**config.mk**
```make
export PLATFORM = sky130hd
export DESIGN_NAME = axis_frame_generator
export DESIGN_NICKNAME = d
export VERILOG_FILES = /design/src/rtl/axis_frame_generator.sv
export SDC_FILE = /design/constraint.sdc
export NUM_CORES = 1
export LEC_CHECK = 0
export BUFFER_PORTS_ARGS = -buffer_cell sky130_fd_sc_hd__buf_4
export CORE_ASPECT_RATIO = 1.2
export CORE_MARGIN = 2
export CORE_UTILIZATION = 50
export CTS_CLUSTER_DIAMETER = 30
export DETAILED_ROUTE_END_ITERATION = 6
export PLACE_DENSITY_LB_ADDON = 0.15
export SLEW_MARGIN = 20
export SYNTH_ARGS = -nofsm -noshare
export SYNTH_HDL_FRONTEND = slang
export SYNTH_SLANG_ARGS = --single-unit
```
**constraint.sdc**
```tcl
create_clock -name clk -period 3.1 [get_ports clk]
set_input_delay 0.62 -clock clk [delete_from_list [all_inputs] [get_ports clk]]
set_output_delay 0.62 -clock clk [all_outputs]
set_load 0.03 [all_outputs]
```
**src/rtl/axis_frame_generator.sv**
```systemverilog
`default_nettype none
// ============================================================================
// Module   : axis_frame_generator
// Brief    : AXI4-Stream frame source. Emits frameCount frames (0 = until
//            abort) of frameLen+1 counter-pattern beats each, with last on
//            the final beat and a programmable idle gap between frames.
//            Fully honours sink backpressure; abort ends a run only at a
//            frame boundary or during an inter-frame gap.
// Options  : FRAME_GEN_SEED_ADVANCE_EN - when defined, each frame continues
//            the data counter from the previous frame's last value + 1;
//            when undefined, every frame restarts at the latched seed.
// Revision : 1.0 - initial release
// ============================================================================
module axis_frame_generator #(
    parameter int DATA_WIDTH = 3,
    parameter int LEN_WIDTH  = 8
) (
    input  logic                  clk,
    input  logic                  resetn,
    input  logic                  start,
    input  logic                  abort,
    input  logic [LEN_WIDTH-1:0]  frameLen,
    input  logic [7:0]            frameCount,
    input  logic [3:0]            gap,
    input  logic [DATA_WIDTH-1:0] seed,
    output logic                  busy,
    output logic                  done,
    output logic [7:0]            framesSent,
    output logic [DATA_WIDTH-1:0] out_data,
    output logic                  out_valid,
    output logic                  out_last,
    input  logic                  out_ready
);

    localparam logic [DATA_WIDTH-1:0] c_data_one = DATA_WIDTH'(1);
    localparam logic [LEN_WIDTH-1:0]  c_len_one  = LEN_WIDTH'(1);
    localparam logic [LEN_WIDTH-1:0]  c_len_zero = '0;

    typedef enum logic [1:0] {
        ST_IDLE = 2'd0,
        ST_SEND = 2'd1,
        ST_GAP  = 2'd2
    } state_t;

    state_t                r_state;
    logic [LEN_WIDTH-1:0]  r_len;
    logic [7:0]            r_count;
    logic [3:0]            r_gap;
    logic [3:0]            r_gap_cnt;
    logic [LEN_WIDTH-1:0]  r_beat;
    logic [DATA_WIDTH-1:0] r_data;
    logic                  r_valid;
    logic                  r_last;
    logic                  r_busy;
    logic                  r_done;
    logic [7:0]            r_sent;

    logic                  w_accept;
    logic                  w_xfer;
    logic [7:0]            w_sent_next;
    logic                  w_run_over;
    logic [DATA_WIDTH-1:0] w_data_inc;
    logic [LEN_WIDTH-1:0]  w_beat_inc;
    logic [DATA_WIDTH-1:0] w_next_start;

    // abort beats start when both are seen together in IDLE
    assign w_accept    = (r_state == ST_IDLE) && start && !abort;
    assign w_xfer      = r_valid && out_ready;
    assign w_sent_next = r_sent + 8'd1;
    // run ends on reaching a non-zero frame budget, or on a pending abort
    assign w_run_over  = ((r_count != 8'd0) && (w_sent_next == r_count)) || abort;
    assign w_data_inc  = r_data + c_data_one;
    assign w_beat_inc  = r_beat + c_len_one;

`ifdef FRAME_GEN_SEED_ADVANCE_EN
    // next frame simply carries on the running counter
    assign w_next_start = w_data_inc;
`else
    logic [DATA_WIDTH-1:0] r_seed;

    // hold the run's seed so every frame can restart from it
    always_ff @(posedge clk or negedge resetn) begin
        if (!resetn) begin
            r_seed <= '0;
        end else if (w_accept) begin
            r_seed <= seed;
        end
    end

    assign w_next_start = r_seed;
`endif

    // frame sequencer: IDLE -> SEND <-> GAP, all outputs registered
    always_ff @(posedge clk or negedge resetn) begin
        if (!resetn) begin
            r_state   <= ST_IDLE;
            r_len     <= '0;
            r_count   <= '0;
            r_gap     <= '0;
            r_gap_cnt <= '0;
            r_beat    <= '0;
            r_data    <= '0;
            r_valid   <= 1'b0;
            r_last    <= 1'b0;
            r_busy    <= 1'b0;
            r_done    <= 1'b0;
            r_sent    <= '0;
        end else begin
            r_done <= 1'b0;
            case (r_state)
                ST_IDLE: begin
                    if (w_accept) begin
                        r_len   <= frameLen;
                        r_count <= frameCount;
                        r_gap   <= gap;
                        r_sent  <= '0;
                        r_beat  <= '0;
                        r_data  <= seed;
                        r_last  <= (frameLen == c_len_zero);
                        r_valid <= 1'b1;
                        r_busy  <= 1'b1;
                        r_state <= ST_SEND;
                    end
                end
                ST_SEND: begin
                    // nothing moves while stalled, so data/last stay stable
                    if (w_xfer) begin
                        if (r_last) begin
                            r_sent <= w_sent_next;
                            r_beat <= '0;
                            r_data <= w_next_start;
                            if (w_run_over) begin
                                r_state <= ST_IDLE;
                                r_valid <= 1'b0;
                                r_last  <= 1'b0;
                                r_busy  <= 1'b0;
                                r_done  <= 1'b1;
                            end else if (r_gap == 4'd0) begin
                                r_last <= (r_len == c_len_zero);
                            end else begin
                                // gap counter is preloaded so valid is low exactly r_gap cycles
                                r_state   <= ST_GAP;
                                r_valid   <= 1'b0;
                                r_last    <= 1'b0;
                                r_gap_cnt <= r_gap - 4'd1;
                            end
                        end else begin
                            r_beat <= w_beat_inc;
                            r_data <= w_data_inc;
                            r_last <= (w_beat_inc == r_len);
                        end
                    end
                end
                ST_GAP: begin
                    if (abort) begin
                        r_state <= ST_IDLE;
                        r_busy  <= 1'b0;
                        r_done  <= 1'b1;
                    end else if (r_gap_cnt == 4'd0) begin
                        r_state <= ST_SEND;
                        r_valid <= 1'b1;
                        r_last  <= (r_len == c_len_zero);
                    end else begin
                        r_gap_cnt <= r_gap_cnt - 4'd1;
                    end
                end
                default: begin
                    r_state <= ST_IDLE;
                end
            endcase
        end
    end

    assign busy       = r_busy;
    assign done       = r_done;
    assign framesSent = r_sent;
    assign out_data   = r_data;
    assign out_valid  = r_valid;
    assign out_last   = r_last;

endmodule
`default_nettype wire

```
Yosys cells after proc, flatten, opt, wreduce, memory -nomap -nowiden:

Index checks and enable logic that the tools add are counted.

* flip-flop bits (word level): 52
* bits of input ports: 28
* output and inout bits: 15
* logic and storage cells: 109

* $add $sub $neg: 5
* equal/unequal tests: 16
* multiplexer cells: 52
* reduce and logical (&&, ||, !) cells: 23

Operators with widths (count)
* $mux 8: 5
* $pmux 8 s2: 2
* $mux 4: 6
* $mux 1: 22
* $ne 2x2->1 const B: 10
* $add 8x1->8 const B: 2
* $eq 8x8->1: 2
* $logic_not 8->1: 2
* $mux 2: 7
* $reduce_and 7->1: 2
* $reduce_and 5->1: 2
* $mux 3: 3
* $pmux 1 s3: 3
* $logic_not 4->1: 2
* $pmux 4 s2: 1
* $reduce_bool 8->1: 1
* $sub 4x1->4 const B: 2
* $ne 3x3->1 const B: 2
* $pmux 2 s3: 1
* $pmux 3 s2: 1
* $reduce_and 6->1: 1
* $logic_and 1x1->1: 4
* $reduce_and 4->1: 1
* $reduce_bool 2->1: 2
* other kinds (10): 10

Logic depth before layout (Yosys ltp):

Gate-level depths: netlist of run 1.

* depth after elaboration: 8
* mapped depth: 8

Least setup slack after synthesis of run 1:

No wires, ideal clock.

* kind: reg-to-reg
* from: register r_sent[0], in the netlist framesSent[0]
* to: register r_state[0]
* setup time: 122 ps
* arrival time: 2311 ps
* data required time: 2978 ps
* path slack: 667 ps
* stages on the path, launching flop included: 9
* period minus slack after synthesis: 2433 ps
* path through: dfrtp_1 > ha_1 > and2_1 > a211o_1 > a31oi_1 > and4b_1 > buf_6 > or3_1 > a32o_1

* cells in the longest elaborated chain, start to end: 8
* elaborated cells between the ends (all ways): 10
* classes of those cells: 1 x add/sub; 2 x eq/ne; 4 x mux; 3 x reduce/logical

RTL lines
* start, declared: RTL line 56 `logic [7:0] r_sent;`
* start signal, assigned: RTL line 129 `r_sent <= w_sent_next;`
* $add 8x1->8 (*): RTL line 69 `assign w_sent_next = r_sent + 8'd1;`
* $eq 8x8->1 (*): RTL line 71 `assign w_run_over = ((r_count != 8'd0) && (w_sent_next == r_count)) || abort;`
* $logic_and 1x1->1 (*): RTL line 71
* $logic_or 1x1->1 (*): RTL line 71
* $mux 2: RTL line 132 `if (w_run_over) begin`
* $mux 2: RTL line 128 `if (r_last) begin`
* $mux 2: RTL line 127 `if (w_xfer) begin`
* $pmux 2 s3: RTL line 110 `case (r_state)`
* end signal, assigned: RTL line 122 `r_state <= ST_SEND;`
* end signal, assigned: RTL line 133 `r_state <= ST_IDLE;`
* end signal, assigned: RTL line 142 `r_state <= ST_GAP;`
* end, declared: RTL line 45 `state_t r_state;`

Every way passes the cells marked *; elsewhere a longest branch is shown, timed or not. The select of a mux whose other input is x is not followed.
A chain may end at the register's enable or synchronous reset.

Worst setup path in the final report of run 1:

Same ends and word-level chain as after synthesis.

==> parameters.txt, run 1 <==
Parameter                              Value

Pwr
  Power density over the cells    about 900 mW/mm^2
  Peak VDD IR    0.000431 V
  Cell leakage power    1.52 nW
  Net switching power    0.00132 W
  Sequential power share    0.394
  Int Power    0.00181 W
  Share of power burned in combinational logic    0.480
  Power share of the clock group    0.126
  Overall power after layout    roughly 0.0031 W
  Fraction of power spent switching nets    0.422

Clocking
  Number of CTS-inserted buffers    5
  H-tree depth reported by CTS    2
  Worst-case clock buffer depth    2
  Num Clock Sinks    52
  Clock latency on the worst-skew pair    0.31 ns
  Post-cts sizing count    0
  Hold buffer count at cts    0
  Clock tree from TritonCTS    done
  Post-CTS Setup Repair Bufs    0
  Cell at the root of the clock tree    clkbuf_8
  CTS clock-pin slew for the worst setup and hold paths    0.09 ns

Synthesis
  Post-synthesis sequential area ratio    0.428
  Top post-synthesis cells by count    dfrtp_1 (52), o21ai_0 (26), mux2_2 (24)
  Post-synth top area share    0.428
  Unique cell type count in the Yosys netlist    55
  Leading register cell type out of synthesis    dfrtp_1
  Yosys reg bits    52
  Cell type with the highest aggregate area in the netlist    dfrtp_1
  Number of flops mapped to enable cells by yosys    0
  Adder-cell share of the synthesized area    0.0329
  Top area cells in the synthesized netlist    dfrtp_1 (43%), mux2_2 (8.9%), o21ai_0 (4.3%), xnor2_1 (4.0%), ha_1 (3.3%)
  Fraction of synthesis flops using an asynchronous set or reset pin    1.00
  Fraction of synthesized cell area in xor and xnor cells    0.0634
  Average cell area after synthesis    10.1 um^2
  Multiplexer area fraction after synthesis    0.117
  Gate count of the mapped netlist    ~300
  Mapped cell area    just over 0.003 mm^2
  Net Count, Synth    338
  Count of synthesis-stage warnings from yosys    0
  Leading cell type by number of instances after synthesis    dfrtp_1
  Dominant combinational cell family by area after synthesis    simple AND/OR/NAND/NOR gates
  Post-synthesis share of cell area spent on and, or, nand and nor gates    0.162
  Compound-Gate Fraction of Synth Area    0.161

Setup path
  CP Capture Type    flip-flop
  Setup CP Type    reg2reg
  Max Fanout on Critical Path    9
  Required time worst endpoint    3.29 ns
  Kind of launch point of the worst setup path    flip-flop
  Arrival time reported for the critical path endpoint    between 2 and 3 ns

Die
  Horizontal extent of the die    around 75 um
  Number of cell rows    31
  Effective utilization at floorplan    0.509
  Die H    between 80 and 90 um
  Area of the die    0.00672 mm^2
  Placeable core region    0.00597 mm^2
  Boundary Pins    43

Timing
  Unrepaired setup endpoints after global routing    no
  Pins over their slew limit    0
  Fin crit period    2.46 ns
  Final setup violation count    0
  TNS Setup    0 ns
  Max-Slew Margin vs Limit    0.367
  Worst clock skew    0.0104 ns
  Share of the cycle needed by the critical path after routing    0.793
  Number of hold violations in the final report    0
  Actual slew at the worst max-slew pin    0.949 ns
  Highest Clock Rate    approximately 0.41 GHz

Global route
  Sum of overflow across all layers after global routing    0
  Global-route wire length before repair    between 10000 and 15000 um
  Largest net degree at the start of global routing    53
  Antenna violations before repair    0
  All-Layer GR Usage    0.212
  Via count of the first global-routing pass    2344

Run
  Number of max-cap violations    0

Drt
  Total wire length    6810 um
  Count of TritonRoute iterations in the first routing pass    4
  Routed length on met2    around 3400 um
  Routed length per placed instance    16.1 um
  Per-cell via count in the routed design    between 5 and 6
  Number of routed nets with antenna violations    0
  Routed wl met3    239 um
  Count of vias placed by the detailed router    2449
  Number of design rule violations left after detail routing    0
  Highest signal layer in the routed design    met4
  M1 WL    3020 um
  Initial detailed-routing violation count    114

Cells and area
  Ratio of cells with drive above 1 in the final layout    0.243
  Fill cells    564
  Non-Filler Instances    approximately 420
  Total inserted antenna cells    0
  Final net count    about 380
  Layout overhead on the synthesized area    15.5%

Place
  Final RePlAce weighted congestion    approximately 0.89
  Number of input and output port buffers inserted    42
  Number of cells in the design after placement    416
  Detailed Place HPWL    just under 5000 um

Hold path
  Path type of the worst min-delay path    in2async

Outcome
  Result of the run    complete, no violations
==> power by group through the flow <==
stage               clock (W)  sequential (W)  combinational, W
global placement            0         0.00123           0.00148
finish               0.000396         0.00123           0.00151
CTS                  0.000411         0.00123           0.00152
global route         0.000437         0.00127           0.00167
floorplan                   0         0.00126           0.00104
detailed placement          0         0.00124           0.00151
==> metrics by stage <==
stage | area [um^2] | utilization | setup WS (ns) | hold WS, ns
6_report | 3510 | 0.588 | 0.642 | 0.331
5_1_grt | 3510 | 0.588 | 0.471 | 0.391
4_1_cts | 3510 | 0.588 | 0.643 | 0.369
3_5_place_dp | 3420 | 0.572 | 0.661 | 0.495
3_3_place_gp | 3420 | 0.572 | 0.688 | 0.484
2_1_floorplan | 3040 | - | 0.667 | 0.324
==> final timing paths <==
check                                          start                      to  slack (ns)  cells past startpoint
hold reg to reg                r_beat[7]$_DFFE_PN0P_   r_beat[7]$_DFFE_PN0P_        0.52                      2
setup / recovery           framesSent[0]$_DFFE_PN0P_  r_state[0]$_DFFE_PN0P_        0.64                      7
hold / removal                                resetn   r_seed[1]$_DFFE_PN0P_        0.33                      1
setup reg to reg           framesSent[0]$_DFFE_PN0P_  r_state[0]$_DFFE_PN0P_        0.64                      7
max in group asynchronous                     resetn  r_state[1]$_DFFE_PN0P_        2.33                      1
min in group clk               r_beat[7]$_DFFE_PN0P_   r_beat[7]$_DFFE_PN0P_        0.52                      2
==> state kept, by name, summed over array words and instances (netlist names) <==
register and count:
busy 1, r_seed 3, r_count 8, r_state 2
done 1, r_gap 4, out_valid 1, out_last 1
r_beat 8, framesSent 8, out_data 3, r_len 8
r_gap_cnt 4
==> worst max-delay path, stage by stage, from the launching register on <==
cell	delay, ns
dfrtp_1	0.48
ha_1	0.29
and2_1	0.16
a211o_1	0.28
a31oi_1	0.12
and4b_1	0.33
or3_1	0.44
a32o_1	0.23
==> per-layer routing <==
layer / vias up / GRT usage
met2: 60 / 0.364
met5: - / 0
met4: 0 / 0.0670
met1: 1190 / 0.274
li1: 1189 / -
met3: 10 / 0.0316
==> layout make-up <==
class	instances	area (um^2)	area share
Timing Repair Buffer	45	338	0.0963
Sequential cell	52	1300	0.371
Inverter	11	41.3	0.0118
Multi-Input combinational cell	226	1630	0.466
Clock buffer	6	82.6	0.0235
Tap cell	82	103	0.0292
Clock inverter	2	10.0	0.00285
==> placed cells by master (no fill, tap or decap), types with 2 or more instances in the layout <==
master / n
nor2_1: 13
nand3_1: 10
a22o_1: 8
dfrtp_1: 52
nand2_1: 22
or4_1: 5
nor4_1: 5
a211oi_1: 2
o22ai_1: 2
a211o_1: 3
inv_1: 10
o21ai_0: 25
nand3b_1: 3
o311ai_0: 3
and3_1: 4
clkbuf_8: 6
o31ai_1: 4
clkinv_2: 2
mux2_2: 24
mux2i_1: 7
xor2_1: 8
buf_4: 45
nand4_1: 4
nand2b_1: 4
nor3_1: 9
and2_1: 3
a21o_1: 3
a21oi_1: 7
ha_1: 8
a22oi_1: 2
or3_1: 3
xnor2_1: 14
==> logic make-up (layout without fill, tap and decap cells) <==
group                    after synthesis  in the layout
AND/OR/NAND/NOR                       92             92
buffers and inverters                 24             64
flip-flops                            52             52
AO/OA/AOI/OAI                         72             72
multiplexers                          32             32
adder cells (fa/ha/maj)                8              8
XOR/XNOR                              22             22
Power figures use the tool's default switching activity.
==> run 2, diff against run 1 <==
Clock period 3.1 ns to 2.2 ns, I/O delays scaled along.
==> run 2 against run 1 <==
  * Clock power rose by 43%
  * Design area rose by 7.9%
  * Hold slack got worse by 0.17 ns
  * Sequential power rose by 37%
  * Critical path depth did not move
  * Final cell count rose by 7.8%
  * Non-clock buffer count rose by 33
  * Sequential share of layout area fell by 2.5 points
  * Global-route usage rose by 0.82 points
  * Critical path type unchanged
  * Critical endpoint is now r_gap_cnt[0]$_DFFE_PN0P_
  * Largest power group unchanged
==> parameters.txt, run 2 (same netlist as run 1, synthesis figures left out) <==
Parameter                              Value

Timing
  Number of hold violations in the final report    0 (unchanged)
  Pins over their slew limit    0 (unchanged)
  Worst clock skew    0.00594 ns (-0.00444 ns)
  Fin crit period    2.14 ns (-0.319 ns)
  TNS Setup    0 ns (unchanged)
  Share of the cycle needed by the critical path after routing    0.972 (+0.179)
  PnR worst setup slack    0.0612 ns (-0.581 ns)
  Unrepaired setup endpoints after global routing    yes
  Highest Clock Rate    0.468 GHz (+15%)
  Final setup violation count    0 (unchanged)
  Max-Slew Margin vs Limit    0.552 (+0.185)
  Actual slew at the worst max-slew pin    0.671 ns (-0.277 ns)

Drt
  Count of TritonRoute iterations in the first routing pass    4 (unchanged)
  Per-cell via count in the routed design    5.58 (-3.3%)
  Count of vias placed by the detailed router    2552 (+4.2%)
  Routed length per placed instance    15.2 um (-5.5%)
  Number of design rule violations left after detail routing    0 (unchanged)
  Total wire length    6940 um (+1.9%)
  Initial detailed-routing violation count    139 (+22%)
  Number of routed nets with antenna violations    0 (unchanged)

Clocking
  Worst-case clock buffer depth    2 (unchanged)
  Clock tree from TritonCTS    done
  Number of CTS-inserted buffers    5 (unchanged)
  H-tree depth reported by CTS    2 (unchanged)
  Num Clock Sinks    52 (unchanged)
  Cell at the root of the clock tree    clkbuf_8
  Clock latency on the worst-skew pair    0.30 ns (about the same)
  CTS clock-pin slew for the worst setup and hold paths    0.09 ns (about the same)
  Hold buffer count at cts    0 (unchanged)

Place
  Detailed Place HPWL    5150 um (+5.9%)
  Post-placement worst setup slack    -0.0125 ns (-0.673 ns)
  Placed Instance Area    0.00363 mm^2 (+6.2%)
  Final RePlAce weighted congestion    0.859 (-3.0%)
  Number of input and output port buffers inserted    42 (unchanged)

Pwr
  Fraction of power spent switching nets    0.405 (-0.0173)
  Cell leakage power    1.66 nW (+9.7%)
  Share of power burned in combinational logic    0.520 (+0.040)
  Overall power after layout    0.00468 W (+49%)
  Peak VDD IR    0.000608 V (+41%)
  Power share of the clock group    0.121 (-0.005)
  Int Power    0.00279 W (+54%)
  Power density over the cells    1240 mW/mm^2 (+38%)
  Sequential power share    0.359 (-0.035)
  Net switching power    0.00190 W (+43%)

Setup path
  CP Capture Type    flip-flop
  Kind of launch point of the worst setup path    flip-flop
  Startpoint of the most critical setup path    framesSent[1]$_DFFE_PN0P_
  Path depth of the worst reg2reg path    7 (unchanged)
  Setup CP Type    reg2reg
  Capture point of the worst reg-to-reg path    r_gap_cnt[0]$_DFFE_PN0P_
  Arrival time reported for the critical path endpoint    2.34 ns (-0.31 ns)
  Worst-case register-to-register setup slack    0.06 ns (-0.58 ns)
  Sequence of cells on the critical path    buf_4 -> and2_1 -> a31o_2 -> a222oi_1 -> and4b_4 -> a21oi_4 -> mux2_4
  CP Buf/Inv Count    1 (+1)
  Worst-path cell with the longest stage delay    dfrtp_2
  Startpoint of the most critical register-to-register path    framesSent[1]$_DFFE_PN0P_
  Crit path max-delay family    compound AO/OA/AOI/OAI gates
  Critical Path Max Stage Delay    0.44 ns (-0.04 ns)
  Max Fanout on Critical Path    8 (-1)
  Required time worst endpoint    2.40 ns (-0.89 ns)

Cells and area
  Commonest non-fill, non-tap cells in the layout    buf_4 (78), dfrtp_1 (46), o21ai_0 (25)
  Final core utilization    0.634 (+0.0465)
  Final net count    410 (+8.8%)
  Most common cell after layout, fill and taps aside    buf_4
  Ratio of cells with drive above 1 in the final layout    0.333 (+0.0906)
  Total inserted antenna cells    0 (unchanged)
  Fill cells    543 (-3.7%)
  Layout overhead on the synthesized area    24.7%
  Total non-filler cell area in the finished layout    0.00379 mm^2 (+7.9%)

Die
  Placeable core region    0.00597 mm^2 (unchanged)
  Effective utilization at floorplan    0.509 (unchanged)
  Die H    89.4 um (unchanged)
  Area of the die    0.00672 mm^2 (unchanged)
  Horizontal extent of the die    75.2 um (unchanged)
  Boundary Pins    43 (unchanged)
  Number of cell rows    31 (unchanged)

Global route
  Antenna violations before repair    0 (unchanged)
  Met2 demand-to-capacity share in global routing    0.368 (+0.00399)
  Via count of the first global-routing pass    2352 (+0.34%)
  Layer with the highest usage    met2
  Largest net degree at the start of global routing    53 (unchanged)
  Global-route wire length before repair    11400 um (+3.1%)
  Global Route met3 Usage    0.0316 (unchanged)
  Met1 capacity usage during global routing    0.297 (+0.0224)
  Sum of overflow across all layers after global routing    0 (unchanged)
  All-Layer GR Usage    0.220 (+0.00817)

Hold path
  Path type of the worst min-delay path    in2async

Run
  Number of max-cap violations    0 (unchanged)

Outcome
  Result of the run    complete, no violations
==> run 2: how the worst max path moves through the flow <==
stage | to | cells past startpoint
global route | r_state[1]$_DFFE_PN0P_ | 7
CTS | r_state[0]$_DFFE_PN0P_ | 7
detailed placement | r_state[0]$_DFFE_PN0P_ | 7
finish | r_gap_cnt[0]$_DFFE_PN0P_ | 7
global placement | r_state[0]$_DFFE_PN0P_ | 7
floorplan | r_state[0]$_DFFE_PN0P_ | 8
==> run 2: layer usage <==
layer  share of wire  vias up  routed length (um)
met3           0.035       10                 242
met5               0        -                   0
li1                -     1254                   -
met4           0.016        0                 111
met1            0.44     1238                3080
met2            0.50       50                3500
==> run 2: final cells by class <==
class / count / area (um^2) / share of cell area
tap: 82 / 103 / 0.0271
timing repair buffer: 78 / 586 / 0.155
clock buffer: 8 / 90.1 / 0.0238
multi-input combinational: 226 / 1660 / 0.438
inverter: 11 / 41.3 / 0.0109
sequential: 52 / 1310 / 0.346
==> run 2: timing repair <==
item	4_1_cts	5_1_grt
hold endpoints to repair	0	0
buffers inserted	3	4
resized for setup	1	6
pin swaps	0	2
endpoints found under the setup margin	1	9
==> run 2: power groups by stage <==
stage	clock [W]	combinational, W	sequential, W
floorplan	0	0.00147	0.00179
global route	0.000611	0.00269	0.00174
global placement	0	0.00233	0.00170
detailed placement	0	0.00238	0.00170
finish	0.000565	0.00244	0.00168
CTS	0.000573	0.00241	0.00168
==> run 2: worst reg2reg max path, cell delays in order, from the launching register on <==
cell and delay [ns]:
dfrtp_2 0.44, buf_4 0.15, and2_1 0.18, a31o_2 0.24, a222oi_1 0.28, and4b_4 0.36
a21oi_4 0.09, mux2_4 0.29
==> run 2: through the flow <==
| stage | hold WS [ns] | instances |
|---|---|---|
| 2_1_floorplan | 0.144 | 302 |
| 5_1_grt | 0.228 | 457 |
| 3_3_place_gp | 0.490 | 442 |
| 6_report | 0.160 | 457 |
| 3_5_place_dp | 0.498 | 442 |
| 4_1_cts | 0.197 | 453 |
